### src/rtl/winograd_filter_xform_ctrl.sv
// ---------------------------------------------------------------------------
// winograd_filter_xform_ctrl
//
// Sequences a burst of raw 3x3 filters from the weight-fetch stream through
// the Winograd filter transform unit. For each filter it registers the taps
// toward the transform unit and waits out the unit's fixed latency. It then
// writes the 4x4 transformed result into the weight buffer at consecutive
// addresses starting from 0.
//
// Ports
//   clk, rstn          clock (rising edge), asynchronous active-low reset
//   start, cfg_count   burst request and filter count (1..2**ADDR_W), IDLE only
//   f_valid/f_ready    raw-filter stream handshake, f_data = 9 x 8-bit taps
//   xf_filter          registered filter taps driven to the transform unit
//   xf_result          transform unit output, 16 x 8-bit
//   wb_we/addr/data    weight-buffer write port
//   busy, done, err    status: not idle, burst-complete pulse, bad-count pulse
//
// State | meaning
//   IDLE   | waiting for start
//   ACCEPT | f_ready high, waiting for the next raw filter
//   WAIT   | filter in flight through the transform unit
//   WRITE  | transformed filter written to the buffer
//   DONE   | one-cycle burst-complete pulse
// ---------------------------------------------------------------------------
module winograd_filter_xform_ctrl #(
    parameter int ADDR_W    = 4,
    parameter int XFORM_LAT = 2
) (
    input  logic              clk,
    input  logic              rstn,
    input  logic              start,
    input  logic [ADDR_W:0]   cfg_count,
    input  logic              f_valid,
    output logic              f_ready,
    input  logic [71:0]       f_data,
    output logic [71:0]       xf_filter,
    input  logic [127:0]      xf_result,
    output logic              wb_we,
    output logic [ADDR_W-1:0] wb_addr,
    output logic [127:0]      wb_data,
    output logic              busy,
    output logic              done,
    output logic              err
);

    typedef enum logic [2:0] {
        S_IDLE   = 3'd0,
        S_ACCEPT = 3'd1,
        S_WAIT   = 3'd2,
        S_WRITE  = 3'd3,
        S_DONE   = 3'd4
    } state_t;

    localparam int                LAT_W     = (XFORM_LAT > 1) ? $clog2(XFORM_LAT + 1) : 1;
    localparam logic [LAT_W-1:0]  LAT_INIT  = LAT_W'(XFORM_LAT);
    localparam logic [LAT_W-1:0]  LAT_ONE   = LAT_W'(1);
    localparam logic [ADDR_W:0]   CNT_ONE   = (ADDR_W+1)'(1);
    localparam logic [ADDR_W:0]   MAX_COUNT = {1'b1, {ADDR_W{1'b0}}};

    state_t             state_q, state_d;
    logic [ADDR_W:0]    idx_q, idx_d;
    logic [ADDR_W:0]    count_q, count_d;
    logic [LAT_W-1:0]   lat_cnt_q, lat_cnt_d;
    logic [71:0]        xf_filter_q, xf_filter_d;
    logic [ADDR_W-1:0]  wb_addr_q, wb_addr_d;
    logic               f_ready_q, f_ready_d;
    logic               wb_we_q, wb_we_d;
    logic               busy_q, busy_d;
    logic               done_q, done_d;
    logic               err_q, err_d;

    logic cfg_legal;
    logic f_handshake;
    logic last_filter;

    assign cfg_legal   = (cfg_count != '0) && (cfg_count <= MAX_COUNT);
    assign f_handshake = (state_q == S_ACCEPT) && f_valid && f_ready_q;
    // idx is one bit wider than the address so a full 2**ADDR_W burst can
    // still compare against count-1 without wrapping.
    assign last_filter = (idx_q == (count_q - CNT_ONE));

    // State and registered outputs
    always_ff @(posedge clk or negedge rstn) begin
        if (!rstn) begin
            state_q     <= S_IDLE;
            idx_q       <= '0;
            count_q     <= '0;
            lat_cnt_q   <= '0;
            xf_filter_q <= '0;
            wb_addr_q   <= '0;
            f_ready_q   <= 1'b0;
            wb_we_q     <= 1'b0;
            busy_q      <= 1'b0;
            done_q      <= 1'b0;
            err_q       <= 1'b0;
        end else begin
            state_q     <= state_d;
            idx_q       <= idx_d;
            count_q     <= count_d;
            lat_cnt_q   <= lat_cnt_d;
            xf_filter_q <= xf_filter_d;
            wb_addr_q   <= wb_addr_d;
            f_ready_q   <= f_ready_d;
            wb_we_q     <= wb_we_d;
            busy_q      <= busy_d;
            done_q      <= done_d;
            err_q       <= err_d;
        end
    end

    // Next state
    always_comb begin
        state_d = state_q;
        case (state_q)
            S_IDLE:   if (start && cfg_legal) state_d = S_ACCEPT;
            S_ACCEPT: if (f_handshake) state_d = S_WAIT;
            S_WAIT:   if (lat_cnt_q <= LAT_ONE) state_d = S_WRITE;
            S_WRITE:  state_d = last_filter ? S_DONE : S_ACCEPT;
            S_DONE:   state_d = S_IDLE;
            default:  state_d = S_IDLE;
        endcase
    end

    // Outputs and datapath. Status outputs are decoded from the next state so
    // that the registered copies line up with the state they describe.
    always_comb begin
        idx_d       = idx_q;
        count_d     = count_q;
        lat_cnt_d   = lat_cnt_q;
        xf_filter_d = xf_filter_q;
        wb_addr_d   = wb_addr_q;
        err_d       = (state_q == S_IDLE) && start && !cfg_legal;

        case (state_q)
            S_IDLE: begin
                if (start && cfg_legal) begin
                    count_d = cfg_count;
                    idx_d   = '0;
                end
            end
            S_ACCEPT: begin
                if (f_handshake) begin
                    xf_filter_d = f_data;
                    lat_cnt_d   = LAT_INIT;
                end
            end
            S_WAIT: begin
                lat_cnt_d = lat_cnt_q - LAT_ONE;
                if (state_d == S_WRITE) wb_addr_d = idx_q[ADDR_W-1:0];
            end
            S_WRITE: begin
                idx_d = idx_q + CNT_ONE;
            end
            default: ;
        endcase

        f_ready_d = (state_d == S_ACCEPT);
        wb_we_d   = (state_d == S_WRITE);
        busy_d    = (state_d != S_IDLE);
        done_d    = (state_d == S_DONE);
    end

    assign f_ready   = f_ready_q;
    assign xf_filter = xf_filter_q;
    assign wb_we     = wb_we_q;
    assign wb_addr   = wb_addr_q;
    // The transform unit's result is already aligned with the WRITE cycle.
    assign wb_data   = xf_result;
    assign busy      = busy_q;
    assign done      = done_q;
    assign err       = err_q;

endmodule

### config.mk
export PLATFORM = sky130hd
export DESIGN_NAME = winograd_filter_xform_ctrl
export DESIGN_NICKNAME = d
export VERILOG_FILES = /design/src/rtl/winograd_filter_xform_ctrl.sv
export SDC_FILE = /design/constraint.sdc
export NUM_CORES = 1
export LEC_CHECK = 0
export CAP_MARGIN = 20
export CORE_AREA = 2 2 163 165
export CTS_CLUSTER_SIZE = 14
export DETAILED_ROUTE_END_ITERATION = 7
export DIE_AREA = 0 0 165 167
export GPL_ROUTABILITY_DRIVEN = 0
export PLACE_DENSITY = 0.52
export SKIP_LAST_GASP = 1
export SYNTH_ARGS = -nofsm -noshare
export SYNTH_HDL_FRONTEND = slang
export SYNTH_SLANG_ARGS = --single-unit
### constraint.sdc
create_clock -name clk -period 4.2 [get_ports clk]
set_input_delay 0.84 -clock clk [delete_from_list [all_inputs] [get_ports clk]]
set_output_delay 0.84 -clock clk [all_outputs]
set_load 0.02 [all_outputs]
# Word level (Yosys, flattened, before mapping)

Cells that the tools add are included.

Word-level logic and storage cells: 51
Register bits after elaboration: 96
Input bits: 209

Eq/ne operators: 9
Reduce and logical (&&, ||, !) cells: 17
$lt $le $gt $ge: 2
Multiplexer cells: 9
$add $sub $neg: 3

Operators with widths:

| cell                  | number |
|---|---|
| $mux W3               | 4 |
| $pmux W3 S4           | 1 |
| $pmux W5 S2           | 1 |
| $reduce_and A2 Y1     | 5 |
| $eq A3 B2 Y1 const B  | 3 |
| $eq A3 B1 Y1 const B  | 2 |
| $logic_and A1 B1 Y1   | 6 |
| $add A5 B1 Y5 const B | 1 |
| $eq A5 B5 Y1          | 1 |
| $le A5 B5 Y1 const B  | 1 |
| $mux W5               | 1 |
| $reduce_bool A5 Y1    | 1 |
| $sub A5 B1 Y5 const B | 1 |
| $ne A2 B2 Y1 const B  | 2 |
| $pmux W2 S2           | 1 |
| $reduce_bool A2 Y1    | 2 |
| $eq A3 B3 Y1 const B  | 1 |
| $logic_not A3 Y1      | 1 |
| $reduce_bool A3 Y1    | 1 |
| $le A2 B1 Y1 const B  | 1 |
| $mux W2               | 1 |
| $sub A2 B1 Y2 const B | 1 |
| $logic_not A1 Y1      | 1 |

# Depth between registers and ports, before layout

Depth in word-level cells: 7
Depth in mapped cells: 7
Mapped depth without buffers: 6

# Least setup slack after synthesis

OpenSTA, ideal clock, no wires.

Path type: in2reg
Start: in cfg_count[1]
End: reg count_q[0]
Arrival time: 1.887 ns
Slack: 2.187 ns
Stages on the path: 5
Setup time: 0.125 ns
Buffers on the path: 1
Required time: 4.075 ns
Cell sequence: nor4_2 > xnor2_1 > and2_4 > buf_6 > mux2_4

Word-level cells in the longest chain between the ends: 4
Elaborated cells between the ends (all ways): 5
Those cells by class: order compare (1); reduce/logical (4)

RTL lines:

| item                                                      | line | source |
|---|---|---|
| from (decl)                                               | 33   | `input logic [ADDR_W:0] cfg_count,` |
| $le A5 B5 Y1 / $reduce_bool A5 Y1 (equally long branches) | 77   | `assign cfg_legal = (cfg_count != '0) && (cfg_count <= MAX_COUNT);` |
| $logic_and A1 B1 Y1 *                                     | 77   |  |
| $logic_and A1 B1 Y1 *                                     | 137  | `if (start && cfg_legal) begin` |
| $reduce_and A2 Y1 (no source line) *                      | n/a  |  |
| to (signal assigned)                                      | 100  | `count_q <= count_d;` |
| to (decl)                                                 | 63   | `logic [ADDR_W:0] count_q, count_d;` |

Mark *: on every way between the ends. The rest lies on a longest branch, timed or not.
A chain may end at the register's enable or synchronous reset.

# Worst setup path after layout

Start: in f_valid
End: reg xf_filter_q[35] (netlist: xf_filter[35])

Word-level cells in the longest chain between the ends: 3

RTL lines:

| item                               | line | source |
|---|---|---|
| from (decl)                        | 34   | `input logic f_valid,` |
| $logic_and A1 B1 Y1 (2 in a row)   | 78   | `assign f_handshake = (state_q == S_ACCEPT) && f_valid && f_ready_q;` |
| $reduce_and A2 Y1 (no source line) | n/a  |  |
| to (signal assigned)               | 102  | `xf_filter_q <= xf_filter_d;` |
| to (decl)                          | 65   | `logic [71:0] xf_filter_q, xf_filter_d;` |

No other way between the ends.

==> flow_metrics.env <==
export IMPL_coreArea_sq_um=25800
export IMPL_crit_fanout=36
export IMPL_avgSynthCellArea_sq_um=12.8
export IMPL_post_dp_hpwl_um=8300
export IMPL_yosys_warnings=0
export IMPL_worstPathArrival_ns=2.74
export IMPL_worst_pin_slew_ns=0.587
export IMPL_cp_end_kind="register"
export IMPL_mostFrequentLayoutCells="clkdlybuf4s50_1, dfrtp_1, mux2_2"
export IMPL_finalSetupViolations=0
export IMPL_r2r_end="xf_filter[35]"
export IMPL_power_density_nw_per_um2=740
export IMPL_period_share_pct=59.9
export IMPL_fp_dieW_um=165
export IMPL_synth_top_area_share_pct=48.8
export IMPL_synth_area_top_cells="dfrtp_1, buf_4, mux2_2"
export IMPL_yosysTopAreaCell="dfrtp_1"
export IMPL_grt_pass1_wl_um=16800
export IMPL_cts_hold_buf=0
export IMPL_hold_path_class="input port to asynchronous set/reset pin"
export IMPL_cts_setup_buffers=0
export IMPL_outcome="completed"
export IMPL_cts_buffer_depth=2
export IMPL_htreeDepth=3
export IMPL_dr_pass1_iters=4
export IMPL_insertion_delay_ns=0.35
export IMPL_diodes=0
export IMPL_cts_tree="yes"
export IMPL_finalCriticalPeriod_ns=2.52
export IMPL_syn_instance_count=385
export IMPL_wl_um=11100
export IMPL_ios=418
export IMPL_finalClockSkew_ns=0.00994
export IMPL_fin_setup_tns_ns=0
export IMPL_fp_dieH_um=167
export IMPL_io_buffers=161
export IMPL_async_flop_share_pct=100
export IMPL_synth_edf_count=0
export IMPL_area_delta_synth_final_pct=26.3
export IMPL_criticalPathCategory="input port to register"
export IMPL_initial_utilization_pct=19.1
export IMPL_p_leak_nw=2.51
export IMPL_drv_cap=0
export IMPL_die_area_sq_um=27600
export IMPL_syn_area_sq_um=4920
export IMPL_ys_types=35
export IMPL_cts_made_buffers=9
export IMPL_ys_seq_elements=96
export IMPL_required_ns=4.42
export IMPL_post_drt_wl_per_cell_um=14.6
export IMPL_r2r_cells=4
export IMPL_drt_iter0_markers=85
export IMPL_row_count=59
export IMPL_cts_root_buffer="clkbuf_16"
export IMPL_hold_viol=0
export IMPL_clk_pin_slew_worst_paths_ns=0.07
export IMPL_antenna_found_initial=0
export IMPL_seq_area_frac_synth_pct=48.8
export IMPL_grt_start_max_net_pins=80
export IMPL_clock_fmax_ghz=0.398
export IMPL_grt_overflow_total=0
export IMPL_final_max_slew_viol_count=0
export IMPL_synth_ff_type="dfrtp_1"
export IMPL_start_kind="input port"
export IMPL_rsz0062_at_grt="false"
export IMPL_grtUsageTotal_pct=8.03
export IMPL_synthesis_nets=596
export IMPL_rr_startpoint="state_q[0]"
export IMPL_drcViolationCount=0
export IMPL_numClockSinks=96
export IMPL_nets=632
export IMPL_reg2reg_setup_slack_ns=2.00
export IMPL_num_vias=2788
export IMPL_crit_path_end="xf_filter[35]"
export IMPL_ir_worst_vdd_mv=0.270
export IMPL_cp_startpoint="f_valid"
export IMPL_cts_resized_gates=0
export IMPL_via_per_inst=3.66
export IMPL_utilization_pct=24.1
export IMPL_grt_pass1_vias=3083
export IMPL_drive_gt1_share_pct=24.9
export IMPL_final_antenna_net_count=0
export IMPL_relSlewSlack_pct=59.8
export IMPL_final_common_cell="clkdlybuf4s50_1"
-- critical path: stages --
cell	delay, ns
clkdlybuf4s50_1	0.53
nand3b_4	0.10
inv_1	0.08
and2_4	0.49
buf_12	0.29
mux2_2	0.37
-- stage by stage --
stage | total power, mW | instance area [sq um] | worst slack (ns) | hold slack (ns) | cells
6_report | 4.60 | 6210 | 1.68 | 0.414 | 761
5_1_grt | 4.90 | 6210 | 1.60 | 0.424 | 761
4_1_cts | 4.70 | 6190 | 1.68 | 0.506 | 760
3_5_place_dp | 3.86 | 5900 | 1.30 | 0.489 | 744
3_3_place_gp | 3.82 | 5900 | 1.37 | 0.477 | 744
2_1_floorplan | 3.01 | 4920 | 2.19 | 0.503 | 385
-- synthesized netlist by cell type (4+ instances only) --
cell type / count
dfrtp_1: 96
xor2_1: 5
mux2_4: 15
o21ai_0: 4
a21oi_1: 7
buf_6: 9
buf_4: 129
mux2_2: 64
nor2_1: 6
inv_1: 5
xnor2_1: 4
nand2_1: 7
nor2b_1: 4
-- state kept, by name, indices dropped and copies added, names as in the netlist, 2 cells and up --
register   cells
xf_filter     72
count_q        5
wb_addr        4
lat_cnt_q      2
idx_q          5
state_q        3
-- how the worst min path moves through the flow --
stage,from,to,slack [ns]
2_1_floorplan,count_q[4],count_q[4],0.50
3_3_place_gp,xf_filter[50],xf_filter[50],0.48
3_5_place_dp,xf_filter[50],xf_filter[50],0.49
4_1_cts,xf_filter[50],xf_filter[50],0.51
5_1_grt,rstn,xf_filter[12],0.42
6_report,rstn,xf_filter[12],0.41
-- where the power goes --
group	switching, mW	total [mW]	internal (mW)	leakage, nW
clock network	0.369	0.792	0.423	0.137
logic	0.964	2.17	1.21	1.20
registers	0.277	1.63	1.36	1.17
-- layer usage --
metal / wire length, um / GRT usage (%) / vias to the layer above / share of wire [%]
met5: 0 / 0 / - / 0
met4: 493 / 5.33 / 0 / 4.4
met3: 1090 / 3.14 / 62 / 9.8
met2: 5310 / 12.9 / 154 / 48
met1: 4210 / 8.71 / 1338 / 38
li1: - / - / 1234 / -
-- cell type report --
type	instances	area, sq um
fill	2668	19600
clock inverter	5	38.8
clock buffer	11	243
timing repair buffer	165	1670
sequential	96	2400
multi-input combinational	144	1420
tap	335	419
inverter	5	18.8
-- logic make-up (layout without fill, tap and decap cells) --
| group | count (synthesis) | after routing | share of synthesized area, % |
|---|---|---|---|
| AOI/OAI and AO/OA | 19 | 19 | 2.57 |
| xor gates and xnor gates | 9 | 9 | 1.60 |
| adders and majority gates | 2 | 2 | 0.508 |
| buffers and inverters | 145 | 186 | 22.3 |
| DFF | 96 | 96 | 48.8 |
| muxes | 82 | 82 | 19.9 |
| and+or+nand+nor | 32 | 32 | 4.30 |
(Power assumes the default switching activity.)
